<file path="src/rtl/div_nr_seq_pkg.sv">
// Shared types/constants for the non-restoring divider.
// Optional signed mode is controlled by DIV_SIGNED_EN (see div_nr_seq.sv).
package div_pkg;
  localparam int DIV_WIDTH = 32;
  localparam int DIV_ITER  = DIV_WIDTH;
  localparam int DIV_CNT_W = $clog2(DIV_WIDTH);

  typedef enum logic [2:0] {
    S_IDLE, S_ITER, S_CORRECT, S_SFIX, S_DONE
  } div_state_e;
endpackage

</file>
<file path="src/rtl/div_nr_seq_if.sv">
// Start/result handshake shared by the divide (and multiply) sequencers.
// op_signed exists only when DIV_SIGNED_EN is defined.
interface div_nr_seq_if #(parameter int WIDTH = 32);
  logic             start;
  logic [WIDTH-1:0] dividend;
  logic [WIDTH-1:0] divisor;
`ifdef DIV_SIGNED_EN
  logic             op_signed;
`endif
  logic             busy;
  logic             done;
  logic [WIDTH-1:0] quotient;
  logic [WIDTH-1:0] remainder;
  logic             div_by_zero;

`ifdef DIV_SIGNED_EN
  modport master (output start, dividend, divisor, op_signed,
                  input  busy, done, quotient, remainder, div_by_zero);
  modport slave  (input  start, dividend, divisor, op_signed,
                  output busy, done, quotient, remainder, div_by_zero);
`else
  modport master (output start, dividend, divisor,
                  input  busy, done, quotient, remainder, div_by_zero);
  modport slave  (input  start, dividend, divisor,
                  output busy, done, quotient, remainder, div_by_zero);
`endif
endinterface

</file>
<file path="src/rtl/div_nr_seq_addsub33.sv">
// Combinational W-bit add/subtract: sum = a + (b ^ {W{sub}}) + sub.
module div_addsub33 #(parameter int W = 33) (
  input  logic [W-1:0] a,
  input  logic [W-1:0] b,
  input  logic         sub,
  output logic [W-1:0] sum
);
  logic [W-1:0] w_b;

  assign w_b = b ^ {W{sub}};
  assign sum = a + w_b + {{(W-1){1'b0}}, sub};
endmodule

</file>
<file path="src/rtl/div_nr_seq.sv">
// Sequential non-restoring divider: one quotient bit per cycle, then remainder fix-up.
// DIV_SIGNED_EN adds op_signed and a sign-fix (SFIX) state.
module div_nr_seq import div_pkg::*; #(
  parameter int WIDTH = DIV_WIDTH
) (
  input  logic        clk,
  input  logic        rst_n,
  div_nr_seq_if.slave bus
);
  localparam int CW = $clog2(WIDTH);

  div_state_e       r_state, w_next;
  logic [WIDTH:0]   r_a, r_m;
  logic [WIDTH-1:0] r_q, r_quot, r_rem;
  logic [CW-1:0]    r_cnt;
  logic             r_dbz;
`ifdef DIV_SIGNED_EN
  logic             r_neg_q, r_neg_r;
`endif

  logic             w_accept, w_dz, w_sub;
  logic [WIDTH-1:0] w_dvd, w_dvs;
  logic [WIDTH:0]   w_a_shl, w_add_a, w_sum, w_a_fix;

  assign w_accept = (r_state == S_IDLE || r_state == S_DONE) && bus.start;
  assign w_dz     = (bus.divisor == '0);

`ifdef DIV_SIGNED_EN
  assign w_dvd = (bus.op_signed && bus.dividend[WIDTH-1]) ? -bus.dividend : bus.dividend;
  assign w_dvs = (bus.op_signed && bus.divisor[WIDTH-1])  ? -bus.divisor  : bus.divisor;
`else
  assign w_dvd = bus.dividend;
  assign w_dvs = bus.divisor;
`endif

  // ITER: shifted A +/- M (subtract while A is non-negative); CORRECT: A + M
  assign w_a_shl = {r_a[WIDTH-1:0], r_q[WIDTH-1]};
  assign w_sub   = (r_state == S_ITER) ? ~r_a[WIDTH] : 1'b0;
  assign w_add_a = (r_state == S_ITER) ? w_a_shl : r_a;
  assign w_a_fix = r_a[WIDTH] ? w_sum : r_a;

  div_addsub33 #(.W(WIDTH+1)) u_addsub (
    .a(w_add_a), .b(r_m), .sub(w_sub), .sum(w_sum)
  );

  always_ff @(posedge clk or negedge rst_n) begin
    if (!rst_n) r_state <= S_IDLE;
    else        r_state <= w_next;
  end

  always_comb begin
    w_next = r_state;
    case (r_state)
      S_IDLE, S_DONE: w_next = w_accept ? (w_dz ? S_DONE : S_ITER) : S_IDLE;
      S_ITER:         if (r_cnt == CW'(WIDTH-1)) w_next = S_CORRECT;
`ifdef DIV_SIGNED_EN
      S_CORRECT:      w_next = S_SFIX;
`else
      S_CORRECT:      w_next = S_DONE;
`endif
      S_SFIX:         w_next = S_DONE;
      default:        w_next = S_IDLE;
    endcase
  end

  always_comb begin
    bus.busy        = (r_state == S_ITER) || (r_state == S_CORRECT) || (r_state == S_SFIX);
    bus.done        = (r_state == S_DONE);
    bus.quotient    = r_quot;
    bus.remainder   = r_rem;
    bus.div_by_zero = r_dbz;
  end

  always_ff @(posedge clk or negedge rst_n) begin
    if (!rst_n) begin
      r_a    <= '0;
      r_m    <= '0;
      r_q    <= '0;
      r_cnt  <= '0;
      r_quot <= '0;
      r_rem  <= '0;
      r_dbz  <= 1'b0;
`ifdef DIV_SIGNED_EN
      r_neg_q <= 1'b0;
      r_neg_r <= 1'b0;
`endif
    end else if (w_accept) begin
      if (w_dz) begin
        // divide-by-zero reports the raw dividend, even in signed mode
        r_quot <= '1;
        r_rem  <= bus.dividend;
        r_dbz  <= 1'b1;
      end else begin
        r_a   <= '0;
        r_q   <= w_dvd;
        r_m   <= {1'b0, w_dvs};
        r_cnt <= '0;
`ifdef DIV_SIGNED_EN
        r_neg_q <= bus.op_signed && (bus.dividend[WIDTH-1] ^ bus.divisor[WIDTH-1]);
        r_neg_r <= bus.op_signed && bus.dividend[WIDTH-1];
`endif
      end
    end else begin
      case (r_state)
        S_ITER: begin
          r_a   <= w_sum;
          r_q   <= {r_q[WIDTH-2:0], ~w_sum[WIDTH]};
          r_cnt <= r_cnt + 1'b1;
        end
        S_CORRECT: begin
          r_a <= w_a_fix;
`ifndef DIV_SIGNED_EN
          r_quot <= r_q;
          r_rem  <= w_a_fix[WIDTH-1:0];
          r_dbz  <= 1'b0;
`endif
        end
`ifdef DIV_SIGNED_EN
        S_SFIX: begin
          r_quot <= r_neg_q ? -r_q : r_q;
          r_rem  <= r_neg_r ? -r_a[WIDTH-1:0] : r_a[WIDTH-1:0];
          r_dbz  <= 1'b0;
        end
`endif
        default: ;
      endcase
    end
  end
endmodule

</file>
<file path="src/flat_wrapper.sv">
// flat-port wrapper written by rule: the top's interface ports become plain ports
module div_nr_seq_flat import div_pkg::*;
#(
  parameter int WIDTH = DIV_WIDTH
)
  (clk, rst_n, bus_start, bus_dividend, bus_divisor, bus_busy, bus_done, bus_quotient, bus_remainder, bus_div_by_zero);
  div_nr_seq_if #(.WIDTH(WIDTH)) bus_i ();
  input  logic clk;
  input  logic rst_n;
  input wire logic [$bits(bus_i.start)-1:0] bus_start;
  input wire logic [$bits(bus_i.dividend)-1:0] bus_dividend;
  input wire logic [$bits(bus_i.divisor)-1:0] bus_divisor;
  output wire logic [$bits(bus_i.busy)-1:0] bus_busy;
  output wire logic [$bits(bus_i.done)-1:0] bus_done;
  output wire logic [$bits(bus_i.quotient)-1:0] bus_quotient;
  output wire logic [$bits(bus_i.remainder)-1:0] bus_remainder;
  output wire logic [$bits(bus_i.div_by_zero)-1:0] bus_div_by_zero;
  assign bus_i.start = bus_start;
  assign bus_i.dividend = bus_dividend;
  assign bus_i.divisor = bus_divisor;
  assign bus_busy = bus_i.busy;
  assign bus_done = bus_i.done;
  assign bus_quotient = bus_i.quotient;
  assign bus_remainder = bus_i.remainder;
  assign bus_div_by_zero = bus_i.div_by_zero;
  div_nr_seq #(.WIDTH(WIDTH)) u_core (.clk(clk), .rst_n(rst_n), .bus(bus_i));
endmodule
</file>
<file path="config.mk">
export PLATFORM = sky130hd
export DESIGN_NAME = div_nr_seq_flat
export DESIGN_NICKNAME = d
export VERILOG_FILES = /design/src/rtl/div_nr_seq_pkg.sv /design/src/rtl/div_nr_seq_if.sv /design/src/rtl/div_nr_seq_addsub33.sv /design/src/rtl/div_nr_seq.sv /design/src/flat_wrapper.sv
export SDC_FILE = /design/constraint.sdc
export NUM_CORES = 1
export LEC_CHECK = 0
export BUFFER_PORTS_ARGS = -buffer_cell sky130_fd_sc_hd__buf_2
export CAP_MARGIN = 20
export CORE_MARGIN = 3
export CORE_UTILIZATION = 55
export CTS_CLUSTER_SIZE = 8
export DETAILED_ROUTE_END_ITERATION = 8
export MAX_ROUTING_LAYER = met4
export PLACE_DENSITY = 0.88
export SLEW_MARGIN = 30
export SYNTH_ARGS = -nofsm -noshare
export SYNTH_HDL_FRONTEND = slang
export SYNTH_SLANG_ARGS = --single-unit
</file>
<file path="constraint.sdc">
create_clock -name clk -period 5.05 [get_ports clk]
set_input_delay 0.7575 -clock clk [delete_from_list [all_inputs] [get_ports clk]]
set_output_delay 0.7575 -clock clk [all_outputs]
set_load 0.01 [all_outputs]
</file>
==> impl_metrics.ini, run 1 <==
[logic_synthesis]
synthArstFlopShare_pct = 100
yosys-top-cells-area = dfrtp_1 (44%), nand2_1 (10%), o21ai_0 (4.7%)
synth.top_cell.area_share_pct = 44.1
synth_area_per_cell_um2 = 8.76
syn_inst = 1101
yosys_warnings = 0
synth_edf_count = 0
synth_top_cell_by_area = dfrtp_1
syn-cell-area_um2 = 9640
ys_ff_latch = 170
syn_nets = 1202
seq_area_frac_synth_pct = 44.1
synth_ff_type = dfrtp_1
synth_common_cells = nand2_1 (263), dfrtp_1 (170), o21ai_0 (91), nor2_1 (78), clkbuf_1 (61)
synth_cell_type_count = 57
synth_most_common_cell = nand2_1

[grt]
grt_usage_pct = 27.4
grt_pass1_vias = 8053
grt-ovfl-total = 0
grt_max_degree = 99
grt_pass1_wl_um = 42200
antenna_found_initial = 0

[critical_path]
crit_required_ns = 5.40
slowest_stage = dfrtp_1
cp_data_arrival_time_ns = 4.52
path_max_fanout = 33
start_kind = flip-flop
ff2ff_path_depth = 13
path_depth = 13
critPathMaxStageDelay_ns = 0.47
cp-end-kind = flip-flop
path_common_cell = xor2_1
crit_type = flip-flop to flip-flop
path_cells = nor4b_4, buf_4, xor2_1, ha_1, a211oi_1, o21ai_0, a2111oi_0, a21oi_1, a22oi_1, o2111ai_1, a31oi_1, xor2_1, o2bb2ai_1
worst-path-buf-inv = 1
critPathTopFamily = compound AO/OA/AOI/OAI gates

[route]
wl_per_cell_um = 17.9
drtAntennaViolNets = 0
drcViolationCount = 0
wl_um = 25600
vias = 8677
drt_iter0_drc = 998
viasPerCell = 6.06
first_pass_iters = 6

[layout]
area_growth_pct = 15.5
nNetsFinal = 1301
antenna_cells = 0
drive_gt1_share_pct = 18.8

[die]
die_w_um = 138
ios = 134
dieHeight_um = 138
num_rows = 47
initial_core_util_pct = 57.1
fp.coreArea_um2 = 16900
die_area_um2 = 19200

[cts]
ctsHoldBuffers = 0
cts_max_path_buffers = 2
cts_inserted_buffers = 17
cts_tree = done
htreeDepth = 4
postCtsSetupBuffers = 0
cts.clk_slew.worst_paths_ns = 0.07
clock-root-buffer = clkbuf_16
cts_sinks = 170
cts_resized = 0
clock_latency_ns = 0.43

[timing]
relSlewSlack_pct = 33.8
fin_crit_sh_pct = 82.6
min_period_ns = 4.17
slew_viol_final = 0
timing.fmax_mhz = 240
hold_violations = 0
worst_slew_pin_slew_ns = 0.991
fin_tns_setup_ns = 0
setup_viol = 0
rsz0062_at_grt = false
skew_ns = 0.00942

[place]
place.gp.congestion = 0.918
hpwl_um = 18000
io_buffers = 133

[run_status]
status = complete, no violations

[flow_run]
maxCapViolCount = 0

[min_path]
holdCritPathClass = input port to asynchronous set/reset pin
cell families after synthesis:
kind of cell               Yosys count  synth area share, %
adders and majority gates           34                 4.49
and+or+nand+nor                    420                 18.4
AOI/OAI and AO/OA                  280                 18.5
muxes                               50                 5.61
DFF                                170                 44.1
buffers and inverters               87                 3.40
xor gates and xnor gates            60                 5.45
flip-flops by register name, indices dropped and copies added, names as in the netlist:
| signal | cells |
|---|---|
| u_core.r_a | 33 |
| u_core.bus.quotient | 32 |
| u_core.bus.remainder | 32 |
| u_core.r_m | 32 |
| u_core.r_q | 32 |
| u_core.r_cnt | 5 |
| u_core.r_state | 3 |
| u_core.bus.div_by_zero | 1 |
metrics by stage:
stage / setup slack (ns) / cell area (um^2) / hold slack [ns] / utilization (%) / instances
floorplan: 1.16 / 9640 / 0.455 / - / 1101
global placement: 1.06 / 10500 / 0.459 / 62.1 / 1400
detailed placement: 1.02 / 10500 / 0.465 / 62.2 / 1400
CTS: 0.924 / 11100 / 0.443 / 65.8 / 1431
global route: 0.713 / 11100 / 0.179 / 66.0 / 1432
finish: 0.880 / 11100 / 0.171 / 66.0 / 1432
area by class of cell:
| class | instances | area, um^2 |
|---|---|---|
| clock buffers | 17 | 425 |
| clock inverters | 14 | 188 |
| fillers | 1344 | 5740 |
| inverters | 17 | 63.8 |
| multi-input cells | 844 | 5110 |
| flip-flops and latches | 170 | 4250 |
| well taps | 220 | 275 |
| repair buffers | 150 | 820 |
worst register-to-register path, stage by stage (launching register included):
cell and delay, ns:
dfrtp_1 0.47, nor4b_4 0.27, buf_4 0.47, xor2_1 0.15
ha_1 0.40, a211oi_1 0.33, o21ai_0 0.13, a2111oi_0 0.42
a21oi_1 0.21, a22oi_1 0.41, o2111ai_1 0.20, a31oi_1 0.29
xor2_1 0.21, o2bb2ai_1 0.13
cells in the final DEF (no fill, tap or decap), drive strengths merged, types with 15 or more instances in the layout:
cell type | netlist | final
nand2 | 263 | 263
dfrtp | 170 | 170
buf | 9 | 150
o21ai | 92 | 92
nor2 | 78 | 78
a21oi | 47 | 47
xor2 | 41 | 41
a31oi | 36 | 36
ha | 33 | 33
mux2 | 32 | 32
a22o | 23 | 23
inv | 17 | 22
xnor2 | 19 | 19
mux2i | 18 | 18
clkbuf | 61 | 17
a21o | 15 | 15
per-layer routing:
layer  track usage [%]  part of all wire (%)  vias to the layer above
met3              5.18                   9.3                       42
met5                 -                     0                        -
met1              40.3                    45                     4129
met2              38.8                    44                      461
met4              7.64                   1.7                        0
li1                  -                     -                     4045
worst paths after layout:
kind | slack [ns] | startpoint | end
setup / recovery | 0.88 | u_core.r_state[2] | u_core.r_a[32]
hold / removal | 0.17 | rst_n | u_core.r_m[0]
setup reg to reg | 0.88 | u_core.r_state[2] | u_core.r_a[32]
hold reg to reg | 0.48 | u_core.bus.remainder[6] | u_core.bus.remainder[6]
max in group asynchronous | 3.61 | rst_n | u_core.bus.remainder[26]
min in group clk | 0.48 | u_core.bus.remainder[6] | u_core.bus.remainder[6]
Power of run 1 is not shown: default switching activity piles up to over one toggle a cycle in this logic, so the estimate is an artifact.
==> run 2: changes to the inputs <==
--- a/config.mk
+++ b/config.mk
@@ -8,7 +8,7 @@
 export BUFFER_PORTS_ARGS = -buffer_cell sky130_fd_sc_hd__buf_2
 export CAP_MARGIN = 20
 export CORE_MARGIN = 3
-export CORE_UTILIZATION = 55
+export CORE_UTILIZATION = 53
 export CTS_CLUSTER_SIZE = 8
 export DETAILED_ROUTE_END_ITERATION = 8
 export MAX_ROUTING_LAYER = met4
==> constraint.sdc (replaced) <==
create_clock -name clk -period 3.4 [get_ports clk]
set_input_delay 0.51 -clock clk [delete_from_list [all_inputs] [get_ports clk]]
set_output_delay 0.51 -clock clk [all_outputs]
set_load 0.01 [all_outputs]
==> run 2 against run 1 <==
Against the previous run:
- the run now ends with setup timing left
- sequential share of layout area is 5.4 points lower
- critical path type unchanged
- largest cell class unchanged
- die area is 3.6% higher
- routed wire length is 26% higher
- maximum frequency is 6.1% higher
- critical path depth is 5 higher
- non-clock buffer count is 127 higher
==> impl_metrics.ini, run 2 (synthesized netlist as in run 1, its figures left out) <==
[run_status]
status = finished with violations
violations = setup timing

[critical_path]
start_kind = flip-flop
crit_type = flip-flop to flip-flop
cp-end-kind = flip-flop
path_max_fanout = 7
cp_data_arrival_time_ns = 4.31
path_common_cell = buf_4
crit_required_ns = 3.78
path_cells = buf_4, buf_4, nor2_2, nand2_2, buf_4, nand2_1, o21ai_1, ha_1, buf_6, nand4_1, nor2_1, a211oi_2, o31a_1, o21bai_2, a21oi_4, o31a_1, or4_1, nand3_1
slowest_stage = or4_1
critPathMaxStageDelay_ns = 0.51
ff2ff_path_depth = 18

[min_path]
min_path_cells = 2
holdCritPathClass = input port to flip-flop

[cts]
cts_sinks = 170
cts_tree = done
clock-root-buffer = clkbuf_16
clock_latency_ns = 0.44
cts_inserted_buffers = 17
cts_max_path_buffers = 2
cts.clk_slew.worst_paths_ns = 0.07
htreeDepth = 4

[layout]
nNetsFinal = 1429
largest_reg_flops = 33
final_common_cell = nand2_1
regMostFlops = u_core.r_a
area_growth_pct = 34.4
num-fill-cells = 1133
layout.cells.most_common_list = nand2_1 (259), dfrtp_1 (169), buf_2 (132)
stdcell_count = 1566
drive_gt1_share_pct = 33.6

[die]
num_rows = 48
die_w_um = 141
initial_core_util_pct = 55.0
dieHeight_um = 141
die_area_um2 = 19800
fp.coreArea_um2 = 17500
ios = 134

[timing]
worst_slew_pin_slew_ns = 0.702
fin_crit_sh_pct = 116
hold_violations = 0
worst_slack_ns = -0.531
min_period_ns = 3.93
relSlewSlack_pct = 53.2
slew_viol_final = 0
skew_ns = 0.00939
rsz0062_at_grt = true
setup_viol = 38
timing.fmax_mhz = 254

[route]
wl_um = 32300
wl_per_cell_um = 20.6
drt_iter0_drc = 1212
viasPerCell = 6.32
first_pass_iters = 8
vias = 9900
drtAntennaViolNets = 0
drcViolationCount = 0

[grt]
grt-ovfl-total = 0
grt_usage_pct = 30.2
grt_pass1_vias = 9188
use_met1_pct = 40.9
gr-usage-met2_pct = 46.1
grt_pass1_wl_um = 47300
met3_usage_pct = 5.16
grt_busiest_layer = met2
grt_max_degree = 96
antenna_found_initial = 0

[place]
dp_slack_ns = -0.318
io_buffers = 133
dp_cells = 1489
place.gp.congestion = 0.924
hpwl_um = 19600

[flow_run]
maxCapViolCount = 0
run 2: cell count changes in the layout (fill, tap and decap cells not counted), moves of 11 or more:
cell,previous run,this run
a21oi_2,1,13
a21oi_1,46,30
xor2_2,0,14
o21ai_0,90,73
o21ai_1,0,11
buf_4,16,116
xor2_1,41,26
buf_6,1,22
run 2: layout make-up:
type | count | area (um^2) | area share, %
clock buffers | 19 | 443 | 3.42
well taps | 225 | 282 | 2.17
repair buffers | 277 | 1920 | 14.8
multi-input cells | 845 | 5810 | 44.8
diodes | 1 | 2.50 | 0.0193
inverters | 17 | 63.8 | 0.493
clock inverters | 12 | 186 | 1.44
flip-flops and latches | 170 | 4260 | 32.8
run 2: metal layers:
layer,up-vias,wire (um)
li1,4306,-
met1,4730,12700
met2,708,15000
met3,156,3120
met4,0,1430
met5,-,0
run 2: final timing paths:
path	slack [ns]	startpoint	to
hold / removal	0.32	bus_divisor[30]	u_core.r_m[30]
setup / recovery	-0.53	u_core.r_state[1]	u_core.r_a[31]
setup reg to reg	-0.53	u_core.r_state[1]	u_core.r_a[31]
max in group asynchronous	1.80	rst_n	u_core.bus.quotient[23]
hold reg to reg	0.48	u_core.bus.remainder[5]	u_core.bus.remainder[5]
min in group asynchronous	0.51	rst_n	u_core.r_m[3]
run 2: per-stage QoR:
| stage | cell area [um^2] | hold WS [ns] | utilization [%] | TNS (ns) |
|---|---|---|---|---|
| 6_report | 13000 | 0.315 | 73.9 | -10.99 |
| 5_1_grt | 13000 | 0.315 | 73.9 | -16.35 |
| 4_1_cts | 12300 | 0.209 | 70.1 | -1.93 |
| 3_5_place_dp | 11200 | 0.466 | 63.9 | -4.30 |
| 3_3_place_gp | 11200 | 0.461 | 63.9 | -1.96 |
| 2_1_floorplan | 9720 | 0.214 | - | -0.247 |
run 2: critical path: cells and delay by family, from the launching register on:
kind                       cells  cell delay (ns)
AOI/OAI and AO/OA              6             1.09
adders and majority gates      1             0.39
buffers and inverters          4             0.62
DFF                            1             0.42
and+or+nand+nor                7             1.34
run 2: what timing repair did:
item,4_1_cts,5_1_grt
endpoints found under the hold margin,0,28
setup endpoints to repair,29,44
gates cloned,1,0
setup buffers,26,18
gates resized for setup,53,96
pin swaps,45,53
hold buffers,0,1
Power of run 2 is left out for the same reason.
==> run 3: changes to the inputs <==
--- a/config.mk
+++ b/config.mk
@@ -7,10 +7,10 @@
 export LEC_CHECK = 0
 export BUFFER_PORTS_ARGS = -buffer_cell sky130_fd_sc_hd__buf_2
 export CAP_MARGIN = 20
-export CORE_MARGIN = 3
 export CORE_UTILIZATION = 53
 export CTS_CLUSTER_SIZE = 8
 export DETAILED_ROUTE_END_ITERATION = 8
+export GPL_TIMING_DRIVEN = 0
 export MAX_ROUTING_LAYER = met4
 export PLACE_DENSITY = 0.88
 export SLEW_MARGIN = 30
==> run 3 against run 2 <==
Against the previous run:
- the flow still finishes with violations (setup timing)
- core utilization shrank 1.6 points
- highest routed layer unchanged
- critical path type unchanged
- worst setup slack worse by 0.068 ns
- critical path depth shrank 1
- sequential cell count stayed put
- via count is 2.7% higher
==> impl_metrics.ini, run 3 (synthesized netlist as in run 1, its figures left out) <==
[die]
ios = 134
die_w_um = 137
dieHeight_um = 137
die_area_um2 = 18700
num_rows = 48
initial_core_util_pct = 55.0
fp.coreArea_um2 = 17500

[place]
dp_cells = 1460
io_buffers = 133
hpwl_um = 20100
place.gp.congestion = 0.876

[flow_run]
maxCapViolCount = 0

[cts]
cts_sinks = 170
htreeDepth = 4
cts_tree = done
cts_max_path_buffers = 2
cts.clk_slew.worst_paths_ns = 0.07
clock_latency_ns = 0.44
cts_inserted_buffers = 17
clock-root-buffer = clkbuf_16

[route]
vias = 10200
wl_per_cell_um = 22.1
drtAntennaViolNets = 0
drt_iter0_drc = 1354
viasPerCell = 6.55
wl_um = 34300
drcViolationCount = 0
first_pass_iters = 6

[critical_path]
critPathMaxStageDelay_ns = 0.51
cp_data_arrival_time_ns = 4.30
crit_required_ns = 3.70
slowest_stage = a2111oi_4
path_cells = nor4b_4, buf_6, buf_6, buf_8, xor2_2, ha_4, nand3_1, o211ai_1, a2111oi_4, a21oi_4, a22oi_2, buf_4, buf_4, o31ai_4, a21oi_2, xnor2_1, o21ai_1
path_max_fanout = 6
cp-end-kind = flip-flop
start_kind = flip-flop
crit_type = flip-flop to flip-flop

[timing]
slew_viol_final = 0
rsz0062_at_grt = true
holdWs_ns = 0.0460
hold_violations = 0
fin_tns_setup_ns = -12.39
min_period_ns = 4.00
timing.fmax_mhz = 250
worst_slack_ns = -0.599
fin_crit_sh_pct = 118
skew_ns = 0.0114
worst_slew_pin_slew_ns = 0.999
relSlewSlack_pct = 33.2
setup_viol = 41

[layout]
regMostFlops = u_core.r_a
final_util_pct = 72.2
layout.cells.most_common_list = nand2_1 (260), dfrtp_1 (166), buf_2 (132)
nNetsFinal = 1414
final_common_cell = nand2_1
area_growth_pct = 31.4
drive_gt1_share_pct = 29.5
largest_reg_flops = 33
antenna_cells = 0
stdcell_count = 1551

[min_path]
holdCritPathClass = input port to asynchronous set/reset pin

[grt]
grt_max_degree = 90
antenna_found_initial = 0
grt_pass1_wl_um = 46000
grt_pass1_vias = 8952
grt-ovfl-total = 0
grt_usage_pct = 33.3

[run_status]
violations = setup timing
status = finished with violations
-- run 3: cell types whose count changed in the layout (fill, tap and decap cells not counted), moves of 4 or more --
cell | previous run | this run
buf_12 | 5 | 1
buf_1 | 0 | 4
ha_1 | 26 | 21
clkbuf_1 | 1 | 52
nor2_2 | 6 | 1
nor2_1 | 70 | 75
buf_6 | 22 | 9
buf_8 | 0 | 4
buf_4 | 116 | 55
-- run 3: metrics by stage --
| step | worst slack, ns | instance area, um^2 |
|---|---|---|
| 4_1_cts | -0.110 | 11800 |
| 3_3_place_gp | -1.01 | 10700 |
| 5_1_grt | -0.605 | 12700 |
| 3_5_place_dp | -0.862 | 10700 |
| 2_1_floorplan | -0.0864 | 9720 |
| 6_report | -0.599 | 12700 |
-- run 3: final cells by class --
class,instances,area [um^2]
Buffer,64,330
Tap cell,225,282
Inverter,17,63.8
Clock buffer,18,439
Multi-Input combinational cell,845,5920
Clock inverter,14,138
Fill cell,1107,4870
Timing Repair Buffer,198,1230
Sequential cell,170,4260
-- run 3: worst max-delay path: cells and delay by family, from the launching register on --
kind	cells	cell delay, ns
AO/OA/AOI/OAI	7	1.58
XOR/XNOR	2	0.39
adder cells (fa/ha/maj)	1	0.25
buffers and inverters	5	0.74
flip-flops	1	0.45
AND/OR/NAND/NOR	2	0.43
-- run 3: final timing paths --
| path | startpoint | endpoint | slack [ns] | cells after the start |
|---|---|---|---|---|
| setup / recovery | u_core.r_state[1] | u_core.r_a[30] | -0.60 | 17 |
| hold / removal | rst_n | u_core.r_m[2] | 0.05 | 1 |
| setup reg to reg | u_core.r_state[1] | u_core.r_a[30] | -0.60 | 17 |
| hold reg to reg | u_core.r_q[5] | u_core.bus.quotient[5] | 0.50 | 2 |
| max in group asynchronous | rst_n | u_core.r_state[2] | 2.45 | 2 |
| min in group clk | bus_divisor[5] | u_core.r_m[5] | 0.32 | 2 |
-- run 3: routing by layer --
metal / global-route usage [%] / up-vias / part of all wire, %
met3: 5.70 / 256 / 11
met1: 40.2 / 4764 / 36
li1: - / 4273 / -
met2: 53.5 / 871 / 45
met4: 17.6 / 0 / 7.2
met5: - / - / 0
-- run 3: timing repair --
item,in CTS,in global routing
pin swaps,37,70
cloned,1,1
endpoints found under the setup margin,47,43
buffers inserted,30,34
hold buffers,0,0
resized for setup,66,116
Power of run 3 is left out for the same reason.
